<file path="src/rtl/usb_ep_buf_arb_if.sv">
// System-bus request channel into the endpoint-buffer arbiter: single request slot
// handshake (valid/ready) plus registered read return (rdata/rvalid).
interface usb_ep_buf_arb_if #(
    parameter int AWIDTH = 11,
    parameter int DWIDTH = 8
);
    localparam int MWIDTH = DWIDTH / 8;

    logic [AWIDTH-1:0] addr;
    logic [DWIDTH-1:0] wdata;
    logic [MWIDTH-1:0] wmask;
    logic              we;
    logic              valid;
    logic              ready;
    logic [DWIDTH-1:0] rdata;
    logic              rvalid;

    modport master (
        output addr, wdata, wmask, we, valid,
        input  ready, rdata, rvalid
    );

    modport slave (
        input  addr, wdata, wmask, we, valid,
        output ready, rdata, rvalid
    );
endinterface

</file>
<file path="src/rtl/usb_ep_buf_arb.sv">
// Endpoint-buffer port arbiter: USB side always granted, bus side parked in one slot and
// issued in free port cycles. Optional deferral counter enabled by USB_EP_BUF_ARB_STATS_EN.
module usb_ep_buf_arb #(
    parameter int AWIDTH = 11,
    parameter int DWIDTH = 8,
    localparam int MWIDTH = DWIDTH / 8
) (
    input  logic              clk,
    input  logic              rst_n,
    input  logic [AWIDTH-1:0] usb_rd_addr,
    input  logic              usb_rd_en,
    output logic [DWIDTH-1:0] usb_rd_data,
    input  logic [AWIDTH-1:0] usb_wr_addr,
    input  logic [DWIDTH-1:0] usb_wr_data,
    input  logic              usb_wr_en,
    usb_ep_buf_arb_if.slave   bus,
    output logic [AWIDTH-1:0] buf_rd_addr_0,
    output logic              buf_rd_en_0,
    input  logic [DWIDTH-1:0] buf_rd_data_1,
    output logic [AWIDTH-1:0] buf_wr_addr_0,
    output logic [DWIDTH-1:0] buf_wr_data_0,
    output logic [MWIDTH-1:0] buf_wr_mask_0,
    output logic              buf_wr_en_0
`ifdef USB_EP_BUF_ARB_STATS_EN
    ,
    input  logic              stat_clr,
    output logic [15:0]       stat_defer
`endif
);

    localparam logic [0:0] ST_EMPTY = 1'b0;
    localparam logic [0:0] ST_FULL  = 1'b1;

    logic [0:0]        state;
    logic [AWIDTH-1:0] slot_addr;
    logic [DWIDTH-1:0] slot_wdata;
    logic [MWIDTH-1:0] slot_wmask;
    logic              slot_we;

    logic              accept;
    logic              issue_rd;
    logic              issue_wr;
    logic              issue;

    logic              rd_issued_p1;
    logic              rvalid_p2;
    logic [DWIDTH-1:0] rdata_p2;

    // Accept only from EMPTY, issue only from FULL: the two never coincide.
    assign accept   = (state == ST_EMPTY) && bus.valid;
    assign issue_rd = (state == ST_FULL) && !slot_we && !usb_rd_en;
    assign issue_wr = (state == ST_FULL) &&  slot_we && !usb_wr_en;
    assign issue    = issue_rd | issue_wr;

    always_ff @(posedge clk or negedge rst_n) begin
        if (!rst_n) begin
            state <= ST_EMPTY;
        end else if (accept) begin
            state <= ST_FULL;
        end else if (issue) begin
            state <= ST_EMPTY;
        end
    end

    always_ff @(posedge clk) begin
        if (accept) begin
            slot_addr  <= bus.addr;
            slot_wdata <= bus.wdata;
            slot_wmask <= bus.wmask;
            slot_we    <= bus.we;
        end
    end

    assign bus.ready = (state == ST_EMPTY);

    // Enables are gated by rst_n so the buffer sees no access while reset is held.
    assign buf_rd_en_0   = rst_n & (usb_rd_en | issue_rd);
    assign buf_rd_addr_0 = usb_rd_en ? usb_rd_addr : slot_addr;

    assign buf_wr_en_0   = rst_n & (usb_wr_en | issue_wr);
    assign buf_wr_addr_0 = usb_wr_en ? usb_wr_addr : slot_addr;
    assign buf_wr_data_0 = usb_wr_en ? usb_wr_data : slot_wdata;
    assign buf_wr_mask_0 = usb_wr_en ? {MWIDTH{1'b1}} : slot_wmask;

    assign usb_rd_data = buf_rd_data_1;

    // p1: buffer read in flight; p2: bus read data captured and flagged.
    always_ff @(posedge clk or negedge rst_n) begin
        if (!rst_n) begin
            rd_issued_p1 <= 1'b0;
            rvalid_p2    <= 1'b0;
            rdata_p2     <= '0;
        end else begin
            rd_issued_p1 <= issue_rd;
            rvalid_p2    <= rd_issued_p1;
            if (rd_issued_p1) begin
                rdata_p2 <= buf_rd_data_1;
            end
        end
    end

    assign bus.rdata  = rdata_p2;
    assign bus.rvalid = rvalid_p2;

`ifdef USB_EP_BUF_ARB_STATS_EN
    function automatic logic [15:0] sat_inc(input logic [15:0] v);
        return (v == 16'hFFFF) ? v : v + 16'd1;
    endfunction

    logic defer;
    // A full slot that does not issue is always blocked by the USB side.
    assign defer = (state == ST_FULL) && !issue;

    always_ff @(posedge clk or negedge rst_n) begin
        if (!rst_n) begin
            stat_defer <= '0;
        end else if (stat_clr) begin
            stat_defer <= '0;
        end else if (defer) begin
            stat_defer <= sat_inc(stat_defer);
        end
    end
`endif

endmodule

</file>
<file path="src/flat_wrapper.sv">
// flat-port wrapper written by rule: the top's interface ports become plain ports
module usb_ep_buf_arb_flat 
#(
    parameter int AWIDTH = 11,
    parameter int DWIDTH = 8,
    localparam int MWIDTH = DWIDTH / 8
)
  (clk, rst_n, usb_rd_addr, usb_rd_en, usb_rd_data, usb_wr_addr, usb_wr_data, usb_wr_en, buf_rd_addr_0, buf_rd_en_0, buf_rd_data_1, buf_wr_addr_0, buf_wr_data_0, buf_wr_mask_0, buf_wr_en_0, bus_addr, bus_wdata, bus_wmask, bus_we, bus_valid, bus_ready, bus_rdata, bus_rvalid);
  usb_ep_buf_arb_if #(.AWIDTH(AWIDTH), .DWIDTH(DWIDTH)) bus_i ();
  input  logic clk;
  input  logic rst_n;
  input  logic [AWIDTH-1:0] usb_rd_addr;
  input  logic usb_rd_en;
  output logic [DWIDTH-1:0] usb_rd_data;
  input  logic [AWIDTH-1:0] usb_wr_addr;
  input  logic [DWIDTH-1:0] usb_wr_data;
  input  logic usb_wr_en;
  output logic [AWIDTH-1:0] buf_rd_addr_0;
  output logic buf_rd_en_0;
  input  logic [DWIDTH-1:0] buf_rd_data_1;
  output logic [AWIDTH-1:0] buf_wr_addr_0;
  output logic [DWIDTH-1:0] buf_wr_data_0;
  output logic [MWIDTH-1:0] buf_wr_mask_0;
  output logic buf_wr_en_0;
  input wire logic [$bits(bus_i.addr)-1:0] bus_addr;
  input wire logic [$bits(bus_i.wdata)-1:0] bus_wdata;
  input wire logic [$bits(bus_i.wmask)-1:0] bus_wmask;
  input wire logic [$bits(bus_i.we)-1:0] bus_we;
  input wire logic [$bits(bus_i.valid)-1:0] bus_valid;
  output wire logic [$bits(bus_i.ready)-1:0] bus_ready;
  output wire logic [$bits(bus_i.rdata)-1:0] bus_rdata;
  output wire logic [$bits(bus_i.rvalid)-1:0] bus_rvalid;
  assign bus_i.addr = bus_addr;
  assign bus_i.wdata = bus_wdata;
  assign bus_i.wmask = bus_wmask;
  assign bus_i.we = bus_we;
  assign bus_i.valid = bus_valid;
  assign bus_ready = bus_i.ready;
  assign bus_rdata = bus_i.rdata;
  assign bus_rvalid = bus_i.rvalid;
  usb_ep_buf_arb #(.AWIDTH(AWIDTH), .DWIDTH(DWIDTH)) u_core (.clk(clk), .rst_n(rst_n), .usb_rd_addr(usb_rd_addr), .usb_rd_en(usb_rd_en), .usb_rd_data(usb_rd_data), .usb_wr_addr(usb_wr_addr), .usb_wr_data(usb_wr_data), .usb_wr_en(usb_wr_en), .bus(bus_i), .buf_rd_addr_0(buf_rd_addr_0), .buf_rd_en_0(buf_rd_en_0), .buf_rd_data_1(buf_rd_data_1), .buf_wr_addr_0(buf_wr_addr_0), .buf_wr_data_0(buf_wr_data_0), .buf_wr_mask_0(buf_wr_mask_0), .buf_wr_en_0(buf_wr_en_0));
endmodule
</file>
<file path="config.mk">
export PLATFORM = sky130hd
export DESIGN_NAME = usb_ep_buf_arb_flat
export DESIGN_NICKNAME = d
export VERILOG_FILES = /design/src/rtl/usb_ep_buf_arb_if.sv /design/src/rtl/usb_ep_buf_arb.sv /design/src/flat_wrapper.sv
export SDC_FILE = /design/constraint.sdc
export NUM_CORES = 1
export LEC_CHECK = 0
export CELL_PAD_IN_SITES_DETAIL_PLACEMENT = 0
export CELL_PAD_IN_SITES_GLOBAL_PLACEMENT = 1
export CORE_MARGIN = 2
export CORE_UTILIZATION = 27
export CTS_CLUSTER_SIZE = 28
export DETAILED_ROUTE_END_ITERATION = 6
export GPL_TIMING_DRIVEN = 0
export PLACE_DENSITY_LB_ADDON = 0.05
export SETUP_SLACK_MARGIN = 0.4
export SYNTH_ARGS = -nofsm -noshare
export SYNTH_HDL_FRONTEND = slang
export SYNTH_SLANG_ARGS = --single-unit
export TNS_END_PERCENT = 100
</file>
<file path="constraint.sdc">
create_clock -name clk -period 3.05 [get_ports clk]
set_input_delay 0.61 -clock clk [delete_from_list [all_inputs] [get_ports clk]]
set_output_delay 0.61 -clock clk [all_outputs]
set_load 0.01 [all_outputs]
</file>
Word-level counts from Yosys, hierarchy flattened
Index checks and enable logic that the tools add are counted.

Bits of input ports: 64. Word-level logic and storage cells: 29. Output and inout bits: 51. Register bits: 32.

Reduce and logical (&&, ||, !) cells: 9. Bitwise gates (word level): 6. Multiplexer cells: 6.

Operators by type and width (count): 11-bit two-way mux (2); 8-bit two-way mux (1); 1-bit logical AND (5); 1-bit zero test (3); 1-bit two-way mux (3); 1-bit bitwise OR (3); 1-bit bitwise AND (2); 2-bit nonzero test (1); 1-bit inverter (1).

Longest topological paths before layout
Depth after elaboration: 6. Depth in mapped cells: 3. Mapped depth without buffers: 2.

Worst setup path after synthesis
OpenSTA, ideal clock, no wires.

Kind: input to register. From: input port bus_valid. To: register u_core.slot_addr[0] (enable). Path buffers: 0. Path slack: 1038 ps. Stages: 1. Setup time: 402 ps. Arrival time: 1610 ps. Cells stage by stage: nor2b_1.

Longest elaborated chain between the ends: 1.

RTL lines: start, declared (line flat_wrapper.sv:29) `input wire logic [$bits(bus_i.valid)-1:0] bus_valid;`; 1-bit logical AND (line usb_ep_buf_arb.sv:50) `assign accept = (state == ST_EMPTY) && bus.valid;`; end signal, assigned (line usb_ep_buf_arb.sv:67) `slot_addr <= bus.addr;`; end, declared (line usb_ep_buf_arb.sv:35) `logic [AWIDTH-1:0] slot_addr;`.

No other way between the ends. A chain may end at the register's enable or synchronous reset.

Worst setup path in the final report
From: input port usb_wr_en. To: output port buf_wr_addr_0[2].

Longest elaborated chain between the ends: 1.

RTL lines: start, declared (line flat_wrapper.sv:17) `input logic usb_wr_en;`; 11-bit two-way mux (line usb_ep_buf_arb.sv:81) `assign buf_wr_addr_0 = usb_wr_en ? usb_wr_addr : slot_addr;`; end, declared (line flat_wrapper.sv:21) `output logic [AWIDTH-1:0] buf_wr_addr_0;`.

No other way between the ends.

==> summary.txt <==
CTS resizes -> 3
Slew Limit Fails -> 0
Setup WS pre-CTS -> 0.1803 ns
Fin. Hold Viols -> 0
max-cap check violation count -> 0
TritonCTS Buffers -> 5
synth unique cells -> 14
I/O Buffers -> 114
I/O pin count -> 115
# setup viols final -> 0
status -> finished, final reports clean
clock group share of total power -> 24.7%
R2R Setup Slk -> 1.48 ns
post-DR vias/cell -> 4.132
final setup skew -> 0.004143 ns
Die H -> 78.45 um
worst r2r path cells -> 2
# diodes -> 0
Layout fillers -> 497
startpoint types -> input pin
Placer Congestion -> 0.6894
synthesized instance count -> 92
part of the power in registers -> 42.6%
Logic pwr share -> 32.6%
CTS root buffer -> clkbuf_8
initial antenna violation count -> 0
via count -> 1186
hold-fix buffer count after cts -> 0
Cell Rows -> 27
hold depth -> 0
core area -> 5439 um2
H-tree depth -> 2
peak supply drop -> 0.2060 mV
synth warn -> 0
total power per unit cell area -> 470.3 nW/um2
CTS tree -> built
Critical Path Sink Type -> output port
setup bufs post-CTS -> 0
worst-path maximum fanout -> 10
Reg clk slew, reported paths -> 0.06 ns
fraction of layout cells with a size suffix above 1 -> 27.44%
worst setup margin -> 0.4950 ns
Yosys top cell by area -> edfxtp_1
total global routing track utilization -> 13.26%
DP Wirelength -> 3122 um
Final ANT Viol Nets -> 0
post-DR wirelength/cell -> 13.71 um
#FFs+latches synth -> 32
Least-Margin Pin Slew -> 0.7727 ns
syn_area_per_cell -> 16.27 um2
DR pass1 iterations -> 3
Worst Path Class, Setup -> input pin to output port
Cells after DPL -> 279
routed wire length -> 3935 um
register area share after synthesis -> 60.54%
Sw Ratio -> 23.97%
largest net degree at the start of global routing -> 15
vias in the first global route -> 1278
RSZ-0062 raised after global routing -> false
period utilization -> 83.77%
total gr overflow -> 0
Worst EP required -> 2.44 ns
Skew-Pair Late Insertion Delay -> 0.27 ns
drt drc -> 0
min-delay worst type -> register to register
top post-synthesis cells by area -> edfxtp_1 42%, mux2_2 29%, dfrtp_1 18%
max frequency -> 0.3914 GHz
Slew headroom -> 48.25%
Chip Width -> 78.45 um
CP arrival -> 1.95 ns
NetSw -> 0.3191 mW
Non-Filler Instances -> 287
Mapped Area -> 1496 um2
final net count -> 278
Pleak -> 1.068 nW
Initial Util -> 27.51%
global-route wire length before repair -> 6258 um
Net Count, Synth -> 156
Synth-to-Final Area Change -> 89.13%
Clock Sinks -> 32
Setup TNS Final -> 0 ns
internal power of the cells -> 1.012 mW
fin util -> 52.04%
clk buf depth -> 2
DRT iter0 DRCs -> 21
Die Footprint -> 6154 um2
top cell type's share of synthesized area -> 42.14%
clock period minus final worst setup slack -> 2.555 ns
-- metal layers --
metal / up-vias / global-route usage, % / wire [um]
met5: - / 0 / 0
met4: 0 / 4.211 / 15
met3: 2 / 5.517 / 340
met2: 64 / 23.19 / 2029
met1: 546 / 14.59 / 1549
li1: 574 / - / -
-- sequential cells by signal, indices dropped and copies added (netlist names) --
name,count
u_core.slot_addr,11
u_core.bus.rvalid,1
u_core.state,1
u_core.slot_wdata,8
u_core.rd_issued_p1,1
u_core.bus.rdata,8
u_core.slot_wmask,1
u_core.slot_we,1
-- kinds of logic (layout without fill, tap and decap cells) --
family / after synthesis / count (layout) / synth area share (%)
AO/OA/AOI/OAI: 3 / 3 / 1.338
buffers and inverters: 13 / 136 / 6.856
flip-flops: 32 / 32 / 60.53
multiplexers: 39 / 39 / 29.26
AND/OR/NAND/NOR: 5 / 5 / 2.007
-- metrics by stage --
step                power, mW  area, um2  hold slack, ns
global route            1.404       2830          0.3908
floorplan              0.7341       1496          0.3144
finish                  1.331       2830          0.3808
CTS                     1.359       2828          0.3787
global placement        1.004       2728          0.3526
detailed placement      1.019       2741          0.3635
-- cells in the mapped netlist --
library cell,instances
buf_4,8
edfxtp_1,21
o21bai_1,1
o21a_1,1
a21oi_1,1
nor3_1,1
mux2i_1,1
nor2b_1,3
or2_2,1
mux2_2,38
buf_6,3
buf_2,1
inv_1,1
dfrtp_1,11
-- final timing paths --
kind | from | end
worst max-delay path | usb_wr_en | buf_wr_addr_0[2]
worst min-delay path | u_core.rd_issued_p1 | u_core.bus.rvalid
worst max register to register | u_core.state | u_core.slot_addr[2]
worst min register to register | u_core.rd_issued_p1 | u_core.bus.rvalid
max in group asynchronous | rst_n | u_core.bus.rdata[4]
min in group asynchronous | rst_n | u_core.bus.rdata[7]
-- worst max-delay path: stages --
cell and delay, ns:
dlygate4sd2_1 0.30, buf_6 0.18, mux2_2 0.36, clkdlybuf4s50_1 0.49
-- power by group through the flow --
stage / registers (mW) / clock network (mW) / logic [mW]
2_1_floorplan: 0.592 / 0 / 0.142
3_3_place_gp: 0.574 / 0 / 0.430
3_5_place_dp: 0.578 / 0 / 0.441
4_1_cts: 0.569 / 0.349 / 0.441
5_1_grt: 0.577 / 0.362 / 0.465
6_report: 0.568 / 0.329 / 0.434
-- area by class of cell --
type	count	area (um2)	area share [%]
repair buffers	115	1151	40.67
flip-flops and latches	32	905.9	32.01
plain buffers	12	98.84	3.492
inverters	1	3.754	0.1326
multi-input cells	47	490.5	17.33
well taps	72	90.09	3.183
clock buffers	8	90.09	3.183
-- placed cells by master, fill, tap and decap left out --
| cell type | count |
|---|---|
| a21oi_1 | 1 |
| buf_2 | 1 |
| buf_4 | 8 |
| buf_6 | 4 |
| clkbuf_1 | 2 |
| clkbuf_8 | 6 |
| clkdlybuf4s15_1 | 2 |
| clkdlybuf4s50_1 | 111 |
| dfrtp_1 | 11 |
| dlygate4sd2_1 | 1 |
| edfxtp_1 | 21 |
| inv_1 | 1 |
| mux2_2 | 38 |
| mux2i_1 | 1 |
| nor2b_1 | 2 |
| nor2b_2 | 1 |
| nor3_1 | 1 |
| o21a_1 | 1 |
| o21bai_1 | 1 |
| or2_2 | 1 |
Note: power is estimated with default switching activity, not from simulation.
